<file path="config.mk">
export PLATFORM = sky130hd
export DESIGN_NAME = psp_mem_arbiter
export DESIGN_NICKNAME = d
export VERILOG_FILES = /design/src/rtl/psp_mem_pkg.sv /design/src/rtl/psp_rr_arb2.sv /design/src/rtl/psp_mem_arbiter.sv
export SDC_FILE = /design/constraint.sdc
export NUM_CORES = 1
export LEC_CHECK = 0
export BUFFER_PORTS_ARGS = -buffer_cell sky130_fd_sc_hd__buf_4
export CAP_MARGIN = 20
export CORE_UTILIZATION = 30
export DETAILED_ROUTE_END_ITERATION = 8
export GPL_TIMING_DRIVEN = 0
export SLEW_MARGIN = 20
export SYNTH_ARGS = -nofsm -noshare
export SYNTH_HDL_FRONTEND = slang
export SYNTH_HIERARCHICAL = 1
export SYNTH_SLANG_ARGS = --single-unit
</file>
<file path="constraint.sdc">
create_clock -name clk -period 4.4 [get_ports clk]
set_input_delay 0.88 -clock clk [delete_from_list [all_inputs] [get_ports clk]]
set_output_delay 0.88 -clock clk [all_outputs]
set_load 0.02 [all_outputs]
</file>
<file path="src/rtl/psp_mem_pkg.sv">
// Shared types for the PSP memory arbiter: FSM states, owner codes and the captured command.
package psp_mem_pkg;

  localparam int unsigned MEM_ADDR_W = 32;
  localparam int unsigned MEM_DATA_W = 32;
  localparam int unsigned MEM_MASK_W = MEM_DATA_W / 8;

  typedef enum logic [1:0] {
    IDLE  = 2'd0,
    GNT_I = 2'd1,
    GNT_D = 2'd2
  } arb_state_t;

  localparam logic [1:0] OWNER_IDLE = 2'b00;
  localparam logic [1:0] OWNER_I    = 2'b01;
  localparam logic [1:0] OWNER_D    = 2'b10;

  typedef struct packed {
    logic                  read;
    logic                  write;
    logic [MEM_ADDR_W-1:0] addr;
    logic [MEM_DATA_W-1:0] wdata;
    logic [MEM_MASK_W-1:0] wmask;
  } mem_req_t;

  function automatic logic [1:0] owner_of(input arb_state_t s);
    case (s)
      GNT_I:   return OWNER_I;
      GNT_D:   return OWNER_D;
      default: return OWNER_IDLE;
    endcase
  endfunction

endpackage

</file>
<file path="src/rtl/psp_rr_arb2.sv">
// Two-way round-robin picker; requester A wins ties when B was granted last.
module psp_rr_arb2 (
  input  logic clk,
  input  logic rst_n,
  input  logic en_i,
  input  logic req_a_i,
  input  logic req_b_i,
  output logic gnt_a_c_o,
  output logic gnt_b_c_o
);

  logic last_b_q, last_b_d;

  always_comb begin
    gnt_a_c_o = req_a_i & (~req_b_i | last_b_q);
    gnt_b_c_o = req_b_i & ~gnt_a_c_o;
    last_b_d  = last_b_q;
    if (en_i && gnt_a_c_o) begin
      last_b_d = 1'b0;
    end else if (en_i && gnt_b_c_o) begin
      last_b_d = 1'b1;
    end
  end

  // Reset to "B granted last" so A wins the first tie.
  always_ff @(posedge clk or negedge rst_n) begin
    if (!rst_n) begin
      last_b_q <= 1'b1;
    end else begin
      last_b_q <= last_b_d;
    end
  end

endmodule

</file>
<file path="src/rtl/psp_mem_arbiter.sv">
// Shares one downstream memory port between the PSP fetch (I) and load/store (D) requesters,
// one transaction at a time, with a sticky watchdog for a memory that never responds.
module psp_mem_arbiter
  import psp_mem_pkg::*;
#(
  parameter int unsigned ADDR_W  = 32,
  parameter int unsigned DATA_W  = 32,
  parameter int unsigned TIMEOUT = 1024
) (
  input  logic                clk,
  input  logic                reset,
  input  logic                i_read,
  input  logic [ADDR_W-1:0]   i_addr,
  output logic [DATA_W-1:0]   i_rdata,
  output logic                i_resp,
  input  logic                d_read,
  input  logic                d_write,
  input  logic [ADDR_W-1:0]   d_addr,
  input  logic [DATA_W-1:0]   d_wdata,
  input  logic [DATA_W/8-1:0] d_wmask,
  output logic [DATA_W-1:0]   d_rdata,
  output logic                d_resp,
  output logic                mem_read,
  output logic                mem_write,
  output logic [ADDR_W-1:0]   mem_addr,
  output logic [DATA_W-1:0]   mem_wdata,
  output logic [DATA_W/8-1:0] mem_wmask,
  input  logic [DATA_W-1:0]   mem_rdata,
  input  logic                mem_resp,
  output logic [1:0]          owner,
  output logic                err_timeout
);

  localparam int unsigned MASK_W = DATA_W / 8;
  localparam int unsigned CNT_W  = $clog2(TIMEOUT + 1);

  arb_state_t        state_q, state_d;
  mem_req_t          req_q, req_d;
  logic [DATA_W-1:0] i_rdata_q, i_rdata_d;
  logic [DATA_W-1:0] d_rdata_q, d_rdata_d;
  logic              i_resp_q, i_resp_d;
  logic              d_resp_q, d_resp_d;
  logic              err_q, err_d;
  logic [1:0]        owner_q, owner_d;
  logic [CNT_W-1:0]  wd_cnt_q, wd_cnt_d;

  logic arb_en_c, d_req_c, gnt_i_c, gnt_d_c;

  assign d_req_c  = d_read | d_write;
  assign arb_en_c = (state_q == IDLE);

  psp_rr_arb2 u_rr (
    .clk       (clk),
    .rst_n     (reset),
    .en_i      (arb_en_c),
    .req_a_i   (i_read),
    .req_b_i   (d_req_c),
    .gnt_a_c_o (gnt_i_c),
    .gnt_b_c_o (gnt_d_c)
  );

  // Next state: capture at grant, hold while granted, complete on mem_resp.
  always_comb begin
    state_d   = state_q;
    req_d     = req_q;
    i_rdata_d = i_rdata_q;
    d_rdata_d = d_rdata_q;
    i_resp_d  = 1'b0;
    d_resp_d  = 1'b0;
    err_d     = err_q;
    wd_cnt_d  = wd_cnt_q;

    unique case (state_q)
      IDLE: begin
        if (gnt_i_c) begin
          state_d     = GNT_I;
          req_d.read  = 1'b1;
          req_d.write = 1'b0;
          req_d.addr  = MEM_ADDR_W'(i_addr);
          req_d.wdata = '0;
          req_d.wmask = '0;
          wd_cnt_d    = '0;
        end else if (gnt_d_c) begin
          // A simultaneous read and write is illegal; the read wins.
          state_d     = GNT_D;
          req_d.read  = d_read;
          req_d.write = d_write & ~d_read;
          req_d.addr  = MEM_ADDR_W'(d_addr);
          req_d.wdata = MEM_DATA_W'(d_wdata);
          req_d.wmask = MEM_MASK_W'(d_wmask);
          wd_cnt_d    = '0;
        end
      end
      GNT_I, GNT_D: begin
        if (mem_resp) begin
          if (state_q == GNT_I) begin
            i_rdata_d = mem_rdata;
            i_resp_d  = 1'b1;
          end else begin
            if (req_q.read) begin
              d_rdata_d = mem_rdata;
            end
            d_resp_d = 1'b1;
          end
          req_d.read  = 1'b0;
          req_d.write = 1'b0;
          state_d     = IDLE;
        end else if (wd_cnt_q != CNT_W'(TIMEOUT)) begin
          wd_cnt_d = wd_cnt_q + CNT_W'(1);
          if (wd_cnt_d == CNT_W'(TIMEOUT)) begin
            err_d = 1'b1;
          end
        end
      end
      default: state_d = IDLE;
    endcase

    owner_d = owner_of(state_d);
  end

  always_ff @(posedge clk or negedge reset) begin
    if (!reset) begin
      state_q   <= IDLE;
      req_q     <= '0;
      i_rdata_q <= '0;
      d_rdata_q <= '0;
      i_resp_q  <= 1'b0;
      d_resp_q  <= 1'b0;
      err_q     <= 1'b0;
      owner_q   <= OWNER_IDLE;
      wd_cnt_q  <= '0;
    end else begin
      state_q   <= state_d;
      req_q     <= req_d;
      i_rdata_q <= i_rdata_d;
      d_rdata_q <= d_rdata_d;
      i_resp_q  <= i_resp_d;
      d_resp_q  <= d_resp_d;
      err_q     <= err_d;
      owner_q   <= owner_d;
      wd_cnt_q  <= wd_cnt_d;
    end
  end

  assign mem_read    = req_q.read;
  assign mem_write   = req_q.write;
  assign mem_addr    = ADDR_W'(req_q.addr);
  assign mem_wdata   = DATA_W'(req_q.wdata);
  assign mem_wmask   = MASK_W'(req_q.wmask);
  assign i_rdata     = i_rdata_q;
  assign d_rdata     = d_rdata_q;
  assign i_resp      = i_resp_q;
  assign d_resp      = d_resp_q;
  assign owner       = owner_q;
  assign err_timeout = err_q;

endmodule
</file>
==> results.cfg <==
[power_and_ir_drop]
power_frac_seq_pct = 33.4
swShare_pct = 38.85
p_comb_share_pct = 46.8
p_switching_mw = 2.791
power.share.clock_pct = 19.8
ir_drop_mv = 0.2439
p_leak_nw = 4.616
p_total_mw = 7.184
intPower_mw = 4.393
p_per_area_nw_per_um2 = 764.1

[clock_network]
clock_latency_ns = 0.42
cts_resized = 0
cts_setup_buffers = 0
cts_buffers = 17
htreeDepth = 4
cts_buffer_depth = 2
path_clk_slew_ns = 0.06
root_buffer = clkbuf_16
cts_tree = built
cts.sinks = 153
cts_hold_buffers = 0

[routing]
drt_iter0_markers = 198
dr.pass1.iters = 4
vias = 4968
wirelength_um = 17450
final_antenna_net_count = 0
wl_per_cell_um = 16.17
drc = 0
post_drt_via_cell_ratio = 4.604

[setup_path]
r2r.worst_path.cells = 9
crit_fanout = 9
reg2reg_to = wd_cnt_q[8]
critPathKind = input port to flop
r2r_start = u_rr/last_b_q
worst_ep_arrival_time_ns = 2.95
start_kind = input port
crit_path_end_kind = flop
cp-endpoint = wd_cnt_q[8]
rrSetupSlack_ns = 2.14
crit_required_ns = 4.75
cp-startpoint = d_read

[floorplanning]
coreArea_um2 = 20490
pin_count = 277
start_util_pct = 31.08
die_w_um = 147.7
die_h_um = 147.7
dieArea_um2 = 21820
rows = 52

[layout]
drive_gt1_share_pct = 48.33
fin_cells = 1079
area_growth_pct = 47.59
layout.nets = 940
n_antenna_cell = 0
fillCellCount = 1927

[timing]
slew_violations = 0
rsz0062_at_grt = no
fin_setup_tns_ns = 0
final-setup-viol-count = 0
fin_skew_ns = 0.007975
hold_viol_final = 0
maxSlewHeadroom_pct = 50.03
max_freq_mhz = 384.8
finalCritPeriodShare_pct = 59.06
tightest_slew_ns = 0.7445
min_period_ns = 2.598

[synthesis]
syn_nets = 644
syn_area_um2 = 6370
yosys_warnings = 6
ys_seq_elements = 153
yosysSeqAreaShare_pct = 60.13
netlist_instances = 500
synth_top_cell_by_area = dfrtp_1
synth_edf_count = 0
synth_ff_type = dfrtp_1
synth_top_cell_area_share_pct = 59.71
synth-async-reset-ratio_pct = 100.0
syn_area_per_cell_um2 = 12.74
ys_types = 50
ys_top_cells_by_area = dfrtp_1 60%, mux2_2 11%, mux2i_1 5.3%, a22o_1 4.9%, o21ai_0 3.1%

[placement]
io_buffers = 276
dp_hpwl_um = 13150
numPlacedInstances = 1047
gp_congestion = 0.8027

[global_route]
gr-max-usage-layer = met2
grt_pass1_vias = 5041
grt_util_met2_pct = 27.48
grt_max_degree = 79
antenna_found_initial = 0
use_met3_pct = 3.426
grt_use_met1_pct = 20.10
grt_first_pass_wirelength_um = 27370
overflow = 0
grt.total_usage_pct = 16.34

[flow_run]
cap_violations = 0

[status]
status = complete, no violations

[min_path]
holdCritPathClass = input port to asynchronous set/reset pin
==> power by group through the flow <==
stage / logic, mW / clock network, mW / registers (mW)
after floorplan: 1.08 / 0 / 3.19
after global placement: 3.39 / 0 / 2.40
after detailed placement: 3.40 / 0 / 2.42
after CTS: 3.41 / 1.48 / 2.40
after global routing: 3.59 / 1.54 / 2.48
final: 3.36 / 1.43 / 2.40
==> worst min path at each step <==
stage                      start  cells after the start            to
finish                     reset                      1   mem_addr[4]
detailed placement   err_timeout                      2   err_timeout
global route               reset                      1   mem_addr[5]
global placement    mem_addr[20]                      2  mem_addr[20]
floorplan           wd_cnt_q[10]                      2  wd_cnt_q[10]
CTS                        reset                      1   mem_addr[4]
==> cell usage in the layout (no fill, tap or decap), drive strengths merged, types with 20 or more instances in the layout <==
master	instances
dfrtp	152
mux2i	34
buf	295
mux2	64
o21ai	41
nand2	46
clkbuf	32
a22o	36
inv	20
==> area by class of cell <==
| class | instances | area [µm²] | area share (%) |
|---|---|---|---|
| Timing Repair Buffer | 277 | 2107 | 22.41 |
| Multi-Input combinational cell | 301 | 2346 | 24.95 |
| Sequential cell | 153 | 3830 | 40.74 |
| Inverter | 15 | 56.30 | 0.5989 |
| Buffer | 31 | 137.6 | 1.464 |
| Clock inverter | 13 | 133.9 | 1.424 |
| Tap cell | 270 | 337.8 | 3.593 |
| Clock buffer | 19 | 452.9 | 4.818 |
==> critical path: stages <==
cell,delay (ns)
buf_4,0.11
or2_2,0.33
a21boi_1,0.14
buf_4,0.22
nor2b_1,0.10
a21o_1,0.18
buf_2,0.18
nor2_2,0.25
or4b_1,0.46
nand3_1,0.09
==> synthesized netlist by cell type, types with 2 or more instances <==
| library cell | count |
|---|---|
| dfrtp_1 | 152 |
| a22oi_1 | 2 |
| a21oi_1 | 6 |
| nor2_1 | 5 |
| mux2_2 | 64 |
| buf_1 | 9 |
| nand4_1 | 4 |
| clkbuf_1 | 12 |
| nand3b_1 | 2 |
| nor2b_1 | 5 |
| o21ai_0 | 40 |
| nand2_1 | 46 |
| a21o_1 | 5 |
| buf_2 | 7 |
| a31oi_1 | 2 |
| nand3_1 | 2 |
| o22ai_1 | 2 |
| nor3b_1 | 2 |
| and2_1 | 4 |
| inv_1 | 15 |
| a31o_2 | 2 |
| a22o_1 | 36 |
| nor3_1 | 5 |
| o31ai_1 | 6 |
| xnor2_1 | 2 |
| ha_1 | 6 |
| mux2i_1 | 34 |
==> cells by family (layout without fill, tap and decap cells) <==
| family | Yosys count | after routing | share of synthesized area [%] |
|---|---|---|---|
| flip-flops | 153 | 153 | 60.13 |
| AO/OA/AOI/OAI | 112 | 112 | 12.28 |
| multiplexers | 98 | 98 | 16.66 |
| AND/OR/NAND/NOR | 83 | 83 | 6.443 |
| buffers and inverters | 46 | 355 | 3.044 |
| adder cells (fa/ha/maj) | 6 | 6 | 1.179 |
| XOR/XNOR | 2 | 2 | 0.2750 |
==> metal layers <==
layer	up-vias	part of all wire [%]
li1	2403	-
met2	146	50
met5	-	0
met1	2389	42
met3	30	5.7
met4	0	2.7
==> sequential cells by signal, indices dropped and copies added, names as in the netlist <==
| register | flops |
|---|---|
| d_rdata | 32 |
| mem_read | 1 |
| mem_wdata | 32 |
| state_q | 2 |
| wd_cnt_q | 11 |
| i_resp | 1 |
| err_timeout | 1 |
| mem_addr | 32 |
| u_rr/last_b_q | 1 |
| owner | 2 |
| mem_wmask | 4 |
| i_rdata | 32 |
| d_resp | 1 |
| mem_write | 1 |
==> stage by stage <==
stage / area (µm²) / utilization (%) / hold slack (ns) / setup slack (ns)
5_1_grt: 9402 / 45.87 / 0.4593 / 1.633
3_3_place_gp: 8780 / 42.84 / 0.4646 / 1.364
6_report: 9402 / 45.87 / 0.4178 / 1.802
4_1_cts: 9402 / 45.87 / 0.4496 / 1.787
3_5_place_dp: 8815 / 43.01 / 0.4626 / 1.354
2_1_floorplan: 6370 / - / 0.5057 / 1.809
(Power assumes the default switching activity.)
